==> src/rtl/mc_control_fsm_if.sv <==
// Handshake/control bundle between the multi-cycle sequencer and the MIPS datapath.
// The slave modport is the sequencer side; master is the datapath/IR side.
interface mc_control_fsm_if #(
  parameter int unsigned OPW = 6
);
  logic [OPW-1:0] opcode;
  logic           mem_ready;
  logic           PCWrite;
  logic           PCWriteCond;
  logic           IorD;
  logic           MemRead;
  logic           MemWrite;
  logic           IRWrite;
  logic           MemtoReg;
  logic           RegDst;
  logic           RegWrite;
  logic           ALUSrcA;
  logic [1:0]     ALUSrcB;
  logic [1:0]     ALUOp;
  logic [1:0]     PCSource;
  logic           illegal_op;
  logic           mem_timeout;
  logic [3:0]     state_dbg;

  modport master (
    output opcode, mem_ready,
    input  PCWrite, PCWriteCond, IorD, MemRead, MemWrite, IRWrite, MemtoReg, RegDst,
           RegWrite, ALUSrcA, ALUSrcB, ALUOp, PCSource, illegal_op, mem_timeout, state_dbg
  );

  modport slave (
    input  opcode, mem_ready,
    output PCWrite, PCWriteCond, IorD, MemRead, MemWrite, IRWrite, MemtoReg, RegDst,
           RegWrite, ALUSrcA, ALUSrcB, ALUOp, PCSource, illegal_op, mem_timeout, state_dbg
  );
endinterface

==> src/rtl/mc_control_fsm.sv <==
// Multi-cycle MIPS control sequencer (FETCH/DECODE/EXEC/MEM/WB) with memory-ready stalls.
// Optional MC_PERF_CNT_EN adds cycle_cnt/instr_cnt performance counters.
module mc_control_fsm #(
  parameter int unsigned OPW         = 6,
  parameter int unsigned MEM_TIMEOUT = 15
) (
  input  logic               clk,
  input  logic               reset,
  mc_control_fsm_if.slave    bus
`ifdef MC_PERF_CNT_EN
  ,
  output logic [31:0]        cycle_cnt,
  output logic [31:0]        instr_cnt
`endif
);

  typedef enum logic [3:0] {
    StFetch  = 4'd0,
    StDecode = 4'd1,
    StMemAdr = 4'd2,
    StMemRd  = 4'd3,
    StMemWb  = 4'd4,
    StMemWr  = 4'd5,
    StExec   = 4'd6,
    StRwb    = 4'd7,
    StBranch = 4'd8,
    StJump   = 4'd9,
    StAddiEx = 4'd10,
    StAddiWb = 4'd11
  } state_e;

  localparam logic [OPW-1:0] OpRtype = OPW'(6'b000000);
  localparam logic [OPW-1:0] OpJ     = OPW'(6'b000010);
  localparam logic [OPW-1:0] OpBeq   = OPW'(6'b000100);
  localparam logic [OPW-1:0] OpAddi  = OPW'(6'b001000);
  localparam logic [OPW-1:0] OpLw    = OPW'(6'b100011);
  localparam logic [OPW-1:0] OpSw    = OPW'(6'b101011);

  localparam logic [3:0] WaitLimit = 4'(MEM_TIMEOUT);
  localparam bit         TimeoutEn = (MEM_TIMEOUT != 0);

  state_e     r_state;
  logic [3:0] r_wait_cnt;
  logic       w_wait_state;
  logic       w_timeout;
  logic       w_legal;
  state_e     w_dec_next;

  assign w_wait_state = (r_state == StFetch) || (r_state == StMemRd) || (r_state == StMemWr);
  // Ready wins: the abort only fires when the limit is reached with mem_ready still low.
  assign w_timeout    = TimeoutEn && w_wait_state && !bus.mem_ready && (r_wait_cnt == WaitLimit);

  always_comb begin
    w_dec_next = StFetch;
    w_legal    = 1'b1;
    case (bus.opcode)
      OpLw, OpSw: w_dec_next = StMemAdr;
      OpRtype:    w_dec_next = StExec;
      OpBeq:      w_dec_next = StBranch;
      OpJ:        w_dec_next = StJump;
      OpAddi:     w_dec_next = StAddiEx;
      default:    w_legal    = 1'b0;
    endcase
  end

  always_ff @(posedge clk) begin
    if (reset) begin
      r_state    <= StFetch;
      r_wait_cnt <= '0;
    end else begin
      // Counter only survives while stalled in the same wait state; saturates if unbounded.
      if (w_wait_state && !bus.mem_ready && !w_timeout) begin
        r_wait_cnt <= (r_wait_cnt == 4'hF) ? r_wait_cnt : r_wait_cnt + 4'd1;
      end else begin
        r_wait_cnt <= '0;
      end
      case (r_state)
        StFetch:  if (bus.mem_ready) r_state <= StDecode;
        StDecode: r_state <= w_dec_next;
        StMemAdr: r_state <= (bus.opcode == OpSw) ? StMemWr : StMemRd;
        StMemRd: begin
          if (bus.mem_ready)  r_state <= StMemWb;
          else if (w_timeout) r_state <= StFetch;
        end
        StMemWr:  if (bus.mem_ready || w_timeout) r_state <= StFetch;
        StExec:   r_state <= StRwb;
        StAddiEx: r_state <= StAddiWb;
        default:  r_state <= StFetch;
      endcase
    end
  end

  always_comb begin
    bus.PCWrite     = 1'b0;
    bus.PCWriteCond = 1'b0;
    bus.IorD        = 1'b0;
    bus.MemRead     = 1'b0;
    bus.MemWrite    = 1'b0;
    bus.IRWrite     = 1'b0;
    bus.MemtoReg    = 1'b0;
    bus.RegDst      = 1'b0;
    bus.RegWrite    = 1'b0;
    bus.ALUSrcA     = 1'b0;
    bus.ALUSrcB     = 2'b00;
    bus.ALUOp       = 2'b00;
    bus.PCSource    = 2'b00;
    case (r_state)
      StFetch: begin
        bus.MemRead = 1'b1;
        bus.ALUSrcB = 2'b01;
        bus.IRWrite = bus.mem_ready;
        bus.PCWrite = bus.mem_ready;
      end
      StDecode: bus.ALUSrcB = 2'b11;
      StMemAdr, StAddiEx: begin
        bus.ALUSrcA = 1'b1;
        bus.ALUSrcB = 2'b10;
      end
      StMemRd: begin
        bus.MemRead = 1'b1;
        bus.IorD    = 1'b1;
      end
      StMemWb: begin
        bus.RegWrite = 1'b1;
        bus.MemtoReg = 1'b1;
      end
      StMemWr: begin
        bus.MemWrite = 1'b1;
        bus.IorD     = 1'b1;
      end
      StExec: begin
        bus.ALUSrcA = 1'b1;
        bus.ALUOp   = 2'b10;
      end
      StRwb: begin
        bus.RegWrite = 1'b1;
        bus.RegDst   = 1'b1;
      end
      StBranch: begin
        bus.ALUSrcA     = 1'b1;
        bus.ALUOp       = 2'b01;
        bus.PCWriteCond = 1'b1;
        bus.PCSource    = 2'b01;
      end
      StJump: begin
        bus.PCWrite  = 1'b1;
        bus.PCSource = 2'b10;
      end
      StAddiWb: bus.RegWrite = 1'b1;
      default: ;
    endcase
    if (reset) begin
      bus.PCWrite     = 1'b0;
      bus.PCWriteCond = 1'b0;
      bus.IRWrite     = 1'b0;
      bus.RegWrite    = 1'b0;
      bus.MemWrite    = 1'b0;
      bus.MemRead     = 1'b0;
    end
  end

  assign bus.illegal_op  = !reset && (r_state == StDecode) && !w_legal;
  assign bus.mem_timeout = !reset && w_timeout;
  assign bus.state_dbg   = r_state;

`ifdef MC_PERF_CNT_EN
  logic w_instr_done;

  // Completed instructions only; timeouts and illegal opcodes also land in FETCH but don't count.
  assign w_instr_done = (r_state == StMemWb) || (r_state == StRwb) || (r_state == StBranch) ||
                        (r_state == StJump) || (r_state == StAddiWb) ||
                        ((r_state == StMemWr) && bus.mem_ready);

  logic [31:0] r_cycle_cnt;
  logic [31:0] r_instr_cnt;

  always_ff @(posedge clk) begin
    if (reset) begin
      r_cycle_cnt <= '0;
      r_instr_cnt <= '0;
    end else begin
      r_cycle_cnt <= r_cycle_cnt + 32'd1;
      if (w_instr_done) r_instr_cnt <= r_instr_cnt + 32'd1;
    end
  end

  assign cycle_cnt = r_cycle_cnt;
  assign instr_cnt = r_instr_cnt;
`endif

endmodule

==> src/flat_wrapper.sv <==
// flat-port wrapper written by rule: the top's interface ports become plain ports
module mc_control_fsm_flat 
#(
  parameter int unsigned OPW         = 6,
  parameter int unsigned MEM_TIMEOUT = 15
)
  (clk, reset, bus_opcode, bus_mem_ready, bus_PCWrite, bus_PCWriteCond, bus_IorD, bus_MemRead, bus_MemWrite, bus_IRWrite, bus_MemtoReg, bus_RegDst, bus_RegWrite, bus_ALUSrcA, bus_ALUSrcB, bus_ALUOp, bus_PCSource, bus_illegal_op, bus_mem_timeout, bus_state_dbg);
  mc_control_fsm_if #(.OPW(OPW)) bus_i ();
  input  logic clk;
  input  logic reset;
  input wire logic [$bits(bus_i.opcode)-1:0] bus_opcode;
  input wire logic [$bits(bus_i.mem_ready)-1:0] bus_mem_ready;
  output wire logic [$bits(bus_i.PCWrite)-1:0] bus_PCWrite;
  output wire logic [$bits(bus_i.PCWriteCond)-1:0] bus_PCWriteCond;
  output wire logic [$bits(bus_i.IorD)-1:0] bus_IorD;
  output wire logic [$bits(bus_i.MemRead)-1:0] bus_MemRead;
  output wire logic [$bits(bus_i.MemWrite)-1:0] bus_MemWrite;
  output wire logic [$bits(bus_i.IRWrite)-1:0] bus_IRWrite;
  output wire logic [$bits(bus_i.MemtoReg)-1:0] bus_MemtoReg;
  output wire logic [$bits(bus_i.RegDst)-1:0] bus_RegDst;
  output wire logic [$bits(bus_i.RegWrite)-1:0] bus_RegWrite;
  output wire logic [$bits(bus_i.ALUSrcA)-1:0] bus_ALUSrcA;
  output wire logic [$bits(bus_i.ALUSrcB)-1:0] bus_ALUSrcB;
  output wire logic [$bits(bus_i.ALUOp)-1:0] bus_ALUOp;
  output wire logic [$bits(bus_i.PCSource)-1:0] bus_PCSource;
  output wire logic [$bits(bus_i.illegal_op)-1:0] bus_illegal_op;
  output wire logic [$bits(bus_i.mem_timeout)-1:0] bus_mem_timeout;
  output wire logic [$bits(bus_i.state_dbg)-1:0] bus_state_dbg;
  assign bus_i.opcode = bus_opcode;
  assign bus_i.mem_ready = bus_mem_ready;
  assign bus_PCWrite = bus_i.PCWrite;
  assign bus_PCWriteCond = bus_i.PCWriteCond;
  assign bus_IorD = bus_i.IorD;
  assign bus_MemRead = bus_i.MemRead;
  assign bus_MemWrite = bus_i.MemWrite;
  assign bus_IRWrite = bus_i.IRWrite;
  assign bus_MemtoReg = bus_i.MemtoReg;
  assign bus_RegDst = bus_i.RegDst;
  assign bus_RegWrite = bus_i.RegWrite;
  assign bus_ALUSrcA = bus_i.ALUSrcA;
  assign bus_ALUSrcB = bus_i.ALUSrcB;
  assign bus_ALUOp = bus_i.ALUOp;
  assign bus_PCSource = bus_i.PCSource;
  assign bus_illegal_op = bus_i.illegal_op;
  assign bus_mem_timeout = bus_i.mem_timeout;
  assign bus_state_dbg = bus_i.state_dbg;
  mc_control_fsm #(.OPW(OPW), .MEM_TIMEOUT(MEM_TIMEOUT)) u_core (.clk(clk), .reset(reset), .bus(bus_i));
endmodule
==> config.mk <==
export PLATFORM = sky130hd
export DESIGN_NAME = mc_control_fsm_flat
export DESIGN_NICKNAME = d
export VERILOG_FILES = /design/src/rtl/mc_control_fsm_if.sv /design/src/rtl/mc_control_fsm.sv /design/src/flat_wrapper.sv
export SDC_FILE = /design/constraint.sdc
export NUM_CORES = 1
export LEC_CHECK = 0
export CORE_MARGIN = 1
export CORE_UTILIZATION = 45
export CTS_CLUSTER_DIAMETER = 100
export DETAILED_ROUTE_END_ITERATION = 16
export DONT_BUFFER_PORTS = 1
export PLACE_DENSITY = 0.61
export SETUP_SLACK_MARGIN = 0.05
export SLEW_MARGIN = 20
export SYNTH_ARGS = -nofsm -noshare
export SYNTH_HDL_FRONTEND = slang
export SYNTH_SLANG_ARGS = --single-unit
export TNS_END_PERCENT = 50
==> constraint.sdc <==
create_clock -name clk -period 2 [get_ports clk]
set_input_delay 0.4 -clock clk [delete_from_list [all_inputs] [get_ports clk]]
set_output_delay 0.4 -clock clk [all_outputs]
set_load 0.05 [all_outputs]
==> impl_metrics.csv, run 1 <==
group,metric,value,unit
synthesis,synth_compound_gate_area_share,18.4,%
power,seqPwrFrac,36.6,%
timing,worst_pin_slew,0.377,ns
synthesis,synthMuxAreaShare,0,%
placement,place_ws,0.246,ns
synthesis,synth_simple_gate_area_share,39.5,%
synthesis,synth_top_area_share,22.1,%
synthesis,synth_nets,107,
cells_and_area,seqCellArea,175,um2
die,core_area,1510,um2
synthesis,ys_types,38,
synthesis,synth-main-ff-cell,"dfxtp_1",
timing,max_freq,527,MHz
global_route,grt_pass1_wl,3160,um
power,power_frac_clock,30.8,%
global_route,grt_pass1_vias,742,
power,power.leakage,0.469,nW
synthesis,synth_async_sr_flop_share,0,%
clock_network,cts.htree.levels,1,
cells_and_area,layout.cells.non_filler,144,
clock_network,cts_made_buffers,3,
die,core.rowCount,14,
synthesis,yosys_warnings,0,
timing,whs,0.178,ns
clock_network,cts.clk_slew.worst_paths,0.06,ns
cells_and_area,area_growth,60.9,%
timing,setup_viol,0,
global_route,grt_max_degree,20,
global_route,grt_usage,24.0,%
hold_path,min_to,"u_core.bus.state_dbg[2]",
clock_network,clockBufferDepth,2,
timing,finalCritPeriodShare,94.8,%
detailed_routing,wl_met2,978,um
worst_setup_path,critPathKind,"reg2out",
placement,gp_congestion,0.813,
hold_path,hold_class,"in2reg",
worst_setup_path,reg2reg_to,"u_core.bus.state_dbg[0]",
worst_setup_path,crit_arrival,1.50,ns
timing,finalCriticalPeriod,1.90,ns
cells_and_area,drive_gt1_share,49.2,%
synthesis,synth-seq-cells,8,
detailed_routing,drc,0,
synthesis,synth_area_leaders,"dfxtp_1 22%, nor3_1 6.9%, xor2_1 6.0%",
power,vdd_drop_max,402,uV
placement,dp_hpwl,1330,um
worst_setup_path,start_kind,"flip-flop",
worst_setup_path,rr_worst_depth,5,
placement,io_buffers,0,
timing,rsz0062_at_grt,"yes",
clock_network,clock-sinks,8,
synthesis,seq_area_frac_synth,22.1,%
hold_path,hp-start,"reset",
timing,hold_viol,0,
power,switching_share,35.6,%
worst_setup_path,r2r_start,"u_core.bus.state_dbg[2]",
worst_setup_path,cp_slowest_cell,"dfxtp_4",
die,die_y,42.2,um
worst_setup_path,end_kind,"primary output",
cells_and_area,multi_input_area,613,um2
cells_and_area,nNetsFinal,139,
detailed_routing,routed.top_layer,"met4",
power,power_frac_comb,32.6,%
die,boundaryPins,31,
global_route,antenna_found_initial,0,
detailed_routing,num_vias,831,
timing,fin_tns_setup,0,ns
synthesis,synth.largest_area_cell,"dfxtp_1",
timing,slew_violations,0,
clock_network,cts_root_buffer,"clkbuf_4",
detailed_routing,drtAntennaViolNets,0,
worst_setup_path,cp.required,1.60,ns
timing,fin_skew,0.0107,ns
placement,dpl.cell_count,128,
synthesis,syn_area,726,um2
timing,setup_slack,0.104,ns
placement,dpl-instance-area,1040,um2
hold_path,min_path_cells,1,
detailed_routing,wl_met3,110,um
cells_and_area,antenna_cells,0,
detailed_routing,drt_iter0_markers,12,
run_status,status,"complete, no violations",
detailed_routing,wire_per_inst,13.9,um
die,start_util,48.2,%
die,die-area,1780,um2
clock_network,cts_tree,"done",
power,power_density,395,nW/um2
cells_and_area,final_area,1170,um2
synthesis,synth_fa_ha_area_share,3.10,%
synthesis,synth_edf_count,0,
die,fp.dieW,42.2,um
detailed_routing,totalWireLength,2000,um
synthesis,netlist_instances,97,
power,power.internal,0.000297,W
power,switchingPower,0.000164,W
synthesis,syn_area_per_cell,7.48,um2
detailed_routing,vias_per_cell,5.77,
global_route,gr-total-overflow,0,
detailed_routing,wl_met1,853,um
clock_network,clkLatencyLatePin,0.27,ns
worst_setup_path,max_stage_delay,0.40,ns
cells_and_area,fillers,104,
synthesis,synth_top_family_by_area,"simple AND/OR/NAND/NOR gates",
synthesis,synth_xor_area_share,7.24,%
worst_setup_path,ff2ff_setup_slack,0.51,ns
timing,relSlewSlack,74.6,%
worst_setup_path,crit_chain,"or3_4 -> a211oi_4 -> buf_12",
worst_setup_path,crit_path_max_fanout,13,
detailed_routing,dr.pass1.iters,4,
flow_run,max_cap_violations,0,
[worst max-delay path: cells and delay by family (launching register included)]
kind            cells  cell delay [ns]
simple gates        1             0.40
flops               1             0.40
compound gates      1             0.25
buf+inv             1             0.17
[Yosys cell counts, types with 2 or more instances]
library cell and n:
nor2_1 11, nor3_1 10, dfxtp_1 8, buf_2 5, xor2_1 5, inv_1 4, nand2_1 4, nor4_1 4
o21ai_0 4, a211oi_1 3, a21oi_1 3, nand2b_1 3, nand3_1 3, a31oi_1 2, buf_6 2, clkbuf_1 2
nor2b_1 2, nor3b_2 2
[per-stage QoR]
stage / util, % / power [W]
floorplan: - / 0.000290
global placement: 68.9 / 0.000309
detailed placement: 68.9 / 0.000309
CTS: 73.2 / 0.000458
global route: 77.5 / 0.000479
finish: 77.5 / 0.000461
[routing by layer]
metal,track usage (%),vias to the layer above
met5,0,-
met4,15.6,0
met3,7.76,5
met2,37.8,23
met1,27.9,392
li1,-,411
[kinds of logic (layout without fill, tap and decap cells)]
logic type | Yosys count | count (layout)
adder cells (fa/ha/maj) | 2 | 2
AO/OA/AOI/OAI | 20 | 20
AND/OR/NAND/NOR | 48 | 48
flip-flops | 8 | 8
buffers and inverters | 13 | 44
XOR/XNOR | 6 | 6
[worst max path at each step]
| stage | start | end | slack, ns | cells past startpoint |
|---|---|---|---|---|
| after detailed placement | u_core.bus.state_dbg[1] | bus_illegal_op | 0.25 | 5 |
| after floorplan | u_core.bus.state_dbg[2] | bus_PCWriteCond | -0.24 | 5 |
| final | u_core.bus.state_dbg[3] | bus_PCWrite | 0.10 | 3 |
| after global routing | u_core.bus.state_dbg[2] | bus_PCWriteCond | 0.04 | 4 |
| after CTS | u_core.bus.state_dbg[1] | bus_PCSource[0] | 0.06 | 4 |
| after global placement | u_core.bus.state_dbg[1] | bus_illegal_op | 0.28 | 5 |
[layout by cell type (no fill, tap or decap), types with 4 or more instances in the layout]
cell / count
buf_12: 4
buf_4: 31
dfxtp_1: 4
dfxtp_4: 4
inv_1: 4
nand2_1: 4
nor2_1: 9
nor3_1: 4
nor3_2: 5
o21ai_0: 4
xor2_1: 5
[final cells by class]
cell class	count	area share, %
flip-flops and latches	8	15.0
well taps	16	1.71
repair buffers	36	27.2
clock buffers	4	2.25
multi-input cells	76	52.5
inverters	4	1.29
[flip-flops by register name, indices dropped and copies added (netlist names)]
signal / count
u_core.r_wait_cnt: 4
u_core.bus.state_dbg: 4
[repair_timing]
| action | CTS | global route |
|---|---|---|
| endpoints found under the hold margin | 0 | 0 |
| gates resized for setup | 4 | 0 |
| hold buffers | 0 | 0 |
| setup endpoints to repair | 5 | 6 |
| buffers inserted | 3 | 9 |
| pin swaps | 0 | 3 |
[power groups by stage]
stage                     clock network [W]  logic, W  registers [W]
after floorplan                           0  0.000114       0.000177
after global placement                    0  0.000126       0.000183
after detailed placement                  0  0.000126       0.000183
after CTS                          0.000142  0.000146       0.000170
after global routing               0.000150  0.000160       0.000169
final                              0.000142  0.000151       0.000169
Note: power is estimated with default switching activity, not from simulation.
==> run 2: changes to the inputs <==
- CORE_ASPECT_RATIO: default -> 1.2
- CORE_UTILIZATION: 45 -> 40
- PLACE_DENSITY: 0.61 -> 0.55
==> impl_metrics.csv, run 2 (synthesized netlist as in run 1, its figures left out) <==
group,metric,value,unit
run_status,status,"complete, no violations",
clock_network,clock-sinks,8,
detailed_routing,num_vias,828,
clock_network,cts_root_buffer,"clkbuf_4",
worst_setup_path,rr_worst_depth,4,
timing,relSlewSlack,74.3,%
detailed_routing,drc,0,
cells_and_area,drive_gt1_share,49.2,%
timing,finalCritPeriodShare,95.3,%
timing,max_freq,524,MHz
power,power.leakage,0.459,nW
flow_run,max_cap_violations,0,
global_route,grt_pass1_vias,735,
worst_setup_path,critPathKind,"reg2out",
timing,worst_pin_slew,0.382,ns
die,start_util,43.7,%
global_route,grt_pass1_wl,3140,um
worst_setup_path,r2r_start,"u_core.bus.state_dbg[3]",
detailed_routing,drt_iter0_markers,8,
worst_setup_path,start_kind,"flip-flop",
global_route,grt_max_degree,21,
clock_network,cts.htree.levels,1,
detailed_routing,totalWireLength,2010,um
detailed_routing,dr.pass1.iters,4,
worst_setup_path,cp_slowest_cell,"dfxtp_4",
die,die_y,48.7,um
worst_setup_path,crit_path_max_fanout,12,
placement,io_buffers,0,
worst_setup_path,crit_arrival,1.51,ns
hold_path,min_to,"u_core.bus.state_dbg[0]",
worst_setup_path,ff2ff_setup_slack,0.59,ns
die,core.rowCount,16,
cells_and_area,antenna_cells,0,
global_route,gr-total-overflow,0,
timing,hold_viol,0,
worst_setup_path,cp_top_family,"simple AND/OR/NAND/NOR gates",
hold_path,hold_class,"in2reg",
cells_and_area,final_area,1170,um2
placement,dp_hpwl,1370,um
power,finalPower,0.000457,W
cells_and_area,mostFrequentLayoutCell,"buf_4",
die,boundaryPins,31,
worst_setup_path,crit_buf_inv,1,
worst_setup_path,cp.required,1.60,ns
cells_and_area,nNetsFinal,137,
worst_setup_path,crit_chain,"or2_4 -> nor3_2 -> nand2_1 -> nor2_1 -> buf_4",
detailed_routing,drtAntennaViolNets,0,
clock_network,cts.clk_slew.worst_paths,0.06,ns
clock_network,holdBufCountCts,0,
global_route,antenna_found_initial,0,
timing,finalCriticalPeriod,1.91,ns
hold_path,min_path_cells,1,
worst_setup_path,max_stage_delay,0.39,ns
global_route,grt_usage,21.6,%
power,power_density,389,nW/um2
placement,gp_congestion,0.799,
detailed_routing,vias_per_cell,5.75,
timing,rsz0062_at_grt,"no",
cells_and_area,area_growth,61.6,%
clock_network,clockBufferDepth,2,
power,vdd_drop_max,274,uV
clock_network,cts_made_buffers,3,
timing,slew_violations,0,
timing,setup_viol,0,
die,fp.dieW,40.9,um
hold_path,hp-start,"reset",
die,die-area,1990,um2
timing,fin_skew,0.00119,ns
cells_and_area,fin_util,70.6,%
clock_network,clkLatencyLatePin,0.25,ns
clock_network,cts_tree,"done",
worst_setup_path,reg2reg_to,"u_core.bus.state_dbg[0]",
die,core_area,1660,um2
detailed_routing,wire_per_inst,14.0,um
placement,dpl-instance-area,1040,um2
cells_and_area,final_cell_mix,"29 x buf_4, 9 x nor2_1, 5 x nor3_2, 5 x xor2_1",
worst_setup_path,end_kind,"primary output",
==> run 2: where the power goes <==
group | switching (W) | internal (W) | total, W | leakage [nW]
Clock | 0.0000557 | 0.0000764 | 0.000132 | 0.0150
Sequential | 0.00000936 | 0.000161 | 0.000170 | 0.0680
Combinational | 0.0000904 | 0.0000642 | 0.000155 | 0.376
Total | 0.000155 | 0.000301 | 0.000457 | 0.459
==> run 2: worst max path at each step <==
stage | startpoint | endpoint | slack [ns] | depth (start not counted)
after floorplan | u_core.bus.state_dbg[2] | bus_PCWriteCond | -0.24 | 5
after global routing | u_core.bus.state_dbg[1] | bus_illegal_op | 0.03 | 5
final | u_core.bus.state_dbg[1] | bus_illegal_op | 0.09 | 5
after CTS | u_core.bus.state_dbg[3] | bus_PCWrite | 0.06 | 3
after detailed placement | u_core.bus.state_dbg[1] | bus_illegal_op | 0.22 | 5
after global placement | u_core.bus.state_dbg[1] | bus_illegal_op | 0.28 | 5
==> run 2: worst reg2reg max path, stage by stage, from the launching register on <==
cell and delay (ns):
dfxtp_4 0.40, buf_4 0.19, maj3_1 0.35, a2bb2oi_1 0.14
a211oi_1 0.23
==> run 2: layer usage <==
metal  part of all wire [%]  vias up  wire (um)  global-route usage (%)
met5                      0        -          0                       0
met4                   0.65        0         13                    8.33
met3                    5.2        2        105                    3.21
met2                     52       27       1050                    32.3
met1                     42      392        846                    29.9
li1                       -      407          -                       -
==> run 2: layout make-up <==
| cell class | instances | area [um2] |
|---|---|---|
| clock buffers | 4 | 26.3 |
| fillers | 144 | 489 |
| inverters | 4 | 15.0 |
| multi-input cells | 76 | 624 |
| flip-flops and latches | 8 | 175 |
| repair buffers | 34 | 309 |
| well taps | 18 | 22.5 |
==> run 2: per-stage QoR <==
stage	instances	setup TNS [ns]	setup WS (ns)	hold slack (ns)
CTS	139	0	0.0596	0.198
global route	144	0	0.0250	0.193
finish	144	0	0.0930	0.208
detailed placement	130	0	0.221	0.439
global placement	130	0	0.278	0.432
floorplan	97	-0.684	-0.240	0.418
==> run 2: repair_timing <==
| item | 4_1_cts | 5_1_grt |
|---|---|---|
| setup endpoints to repair | 5 | 5 |
| pin swaps | 0 | 2 |
| setup buffers | 5 | 5 |
| endpoints found under the hold margin | 0 | 0 |
| gates resized for setup | 3 | 3 |
==> run 3: changes to the inputs <==
- TNS_END_PERCENT: 50 -> 20
==> impl_metrics.csv, run 3 (synthesized netlist as in run 1, its figures left out) <==
group,metric,value,unit
worst_setup_path,critPathKind,"reg2out",
worst_setup_path,crit_chain,"or2_4 -> buf_4 -> nor3b_4 -> buf_12",
global_route,grt_pass1_wl,3140,um
global_route,grt_max_degree,20,
die,die-area,1990,um2
clock_network,cts_tree,"done",
worst_setup_path,max_stage_delay,0.38,ns
timing,hold_viol,0,
clock_network,cts.htree.levels,1,
power,power_density,396,nW/um2
global_route,antenna_found_initial,0,
timing,rsz0062_at_grt,"yes",
placement,io_buffers,0,
clock_network,cts_root_buffer,"clkbuf_4",
clock_network,clockBufferDepth,2,
timing,relSlewSlack,71.8,%
timing,finalCriticalPeriod,1.94,ns
cells_and_area,area_growth,68.4,%
hold_path,hold_class,"in2reg",
die,core.rowCount,16,
detailed_routing,drtAntennaViolNets,0,
worst_setup_path,cp_slowest_cell,"dfxtp_4",
detailed_routing,vias_per_cell,5.72,
worst_setup_path,crit_path_max_fanout,8,
power,finalPower,0.000484,W
cells_and_area,final_area,1220,um2
die,fp.dieW,40.9,um
placement,dpl-instance-area,1060,um2
clock_network,cts.clk_slew.worst_paths,0.07,ns
cells_and_area,drive_gt1_share,50.4,%
placement,gp_congestion,0.810,
power,vdd_drop_max,239,uV
worst_setup_path,start_kind,"flip-flop",
global_route,grt_pass1_vias,704,
detailed_routing,totalWireLength,2300,um
global_route,gr-total-overflow,0,
detailed_routing,wire_per_inst,15.7,um
clock_network,clock-sinks,8,
detailed_routing,dr.pass1.iters,4,
cells_and_area,nNetsFinal,141,
detailed_routing,drt_iter0_markers,16,
timing,setup_viol,0,
detailed_routing,num_vias,841,
die,die_y,48.7,um
worst_setup_path,cp.required,1.60,ns
timing,slew_violations,0,
placement,dpl.cell_count,131,
cells_and_area,antenna_cells,0,
flow_run,max_cap_violations,0,
die,boundaryPins,31,
clock_network,cts_made_buffers,3,
timing,fin_skew,0.0147,ns
global_route,grt_usage,21.8,%
clock_network,clkLatencyLatePin,0.28,ns
power,power.leakage,0.482,nW
run_status,status,"complete, no violations",
timing,max_freq,515,MHz
detailed_routing,drc,0,
cells_and_area,mostFrequentLayoutCell,"buf_4",
die,start_util,43.7,%
worst_setup_path,cp_top_family,"simple AND/OR/NAND/NOR gates",
cells_and_area,final_cell_mix,"30 x buf_4, 9 x nor2_1, 6 x buf_12",
worst_setup_path,end_kind,"primary output",
timing,finalCritPeriodShare,97.1,%
worst_setup_path,crit_buf_inv,2,
cells_and_area,layout.cells.non_filler,147,
die,core_area,1660,um2
worst_setup_path,crit_arrival,1.54,ns
timing,worst_pin_slew,0.419,ns
placement,dp_hpwl,1410,um
==> run 3: cell types whose count changed in the layout (fill, tap and decap cells not counted), sizes merged <==
| cell | before | now |
|---|---|---|
| buf | 34 | 38 |
| clkbuf | 4 | 3 |
==> run 3: final cells by class <==
| class | count | area, um2 |
|---|---|---|
| clock buffer | 3 | 22.5 |
| fill | 130 | 439 |
| inverter | 4 | 15.0 |
| multi-input combinational | 76 | 619 |
| sequential | 8 | 175 |
| tap | 18 | 22.5 |
| timing repair buffer | 38 | 368 |
==> run 3: path summary, 6_finish.rpt <==
path                                 from                       to  slack, ns  cells past startpoint
setup / recovery  u_core.bus.state_dbg[2]          bus_PCSource[0]       0.06                      4
hold / removal                      reset  u_core.bus.state_dbg[1]       0.18                      1
setup reg to reg  u_core.bus.state_dbg[2]  u_core.bus.state_dbg[0]       0.58                      4
hold reg to reg      u_core.r_wait_cnt[0]     u_core.r_wait_cnt[0]       0.45                      1
==> run 3: metrics by stage <==
| step | hold slack, ns | setup WS (ns) | setup TNS [ns] | util [%] |
|---|---|---|---|---|
| 2_1_floorplan | 0.418 | -0.240 | -0.937 | - |
| 3_3_place_gp | 0.434 | 0.276 | 0 | 63.7 |
| 3_5_place_dp | 0.450 | 0.222 | 0 | 63.7 |
| 4_1_cts | 0.188 | 0.00291 | 0 | 65.5 |
| 5_1_grt | 0.185 | 0.0123 | 0 | 73.6 |
| 6_report | 0.176 | 0.0586 | 0 | 73.6 |
==> run 3: metal layers <==
layer,wire length [um],up-vias,GRT usage (%)
li1,-,415,-
met1,951,394,29.0
met2,1200,27,33.3
met3,125,5,3.67
met4,31,0,8.33
met5,0,-,0
==> run 3: timing repair <==
| action | CTS | global route |
|---|---|---|
| gates resized for setup | 2 | 6 |
| hold buffers | 0 | 0 |
| hold endpoints to repair | 0 | 0 |
| buffers inserted | 0 | 13 |
| setup endpoints to repair | 5 | 5 |
| pin swaps | 0 | 5 |
==> run 3: power breakdown <==
group	switching [W]	leakage (nW)	internal, W
clock	0.0000687	0.0138	0.0000694
combinational	0.0000995	0.401	0.0000777
sequential	0.00000790	0.0680	0.000160
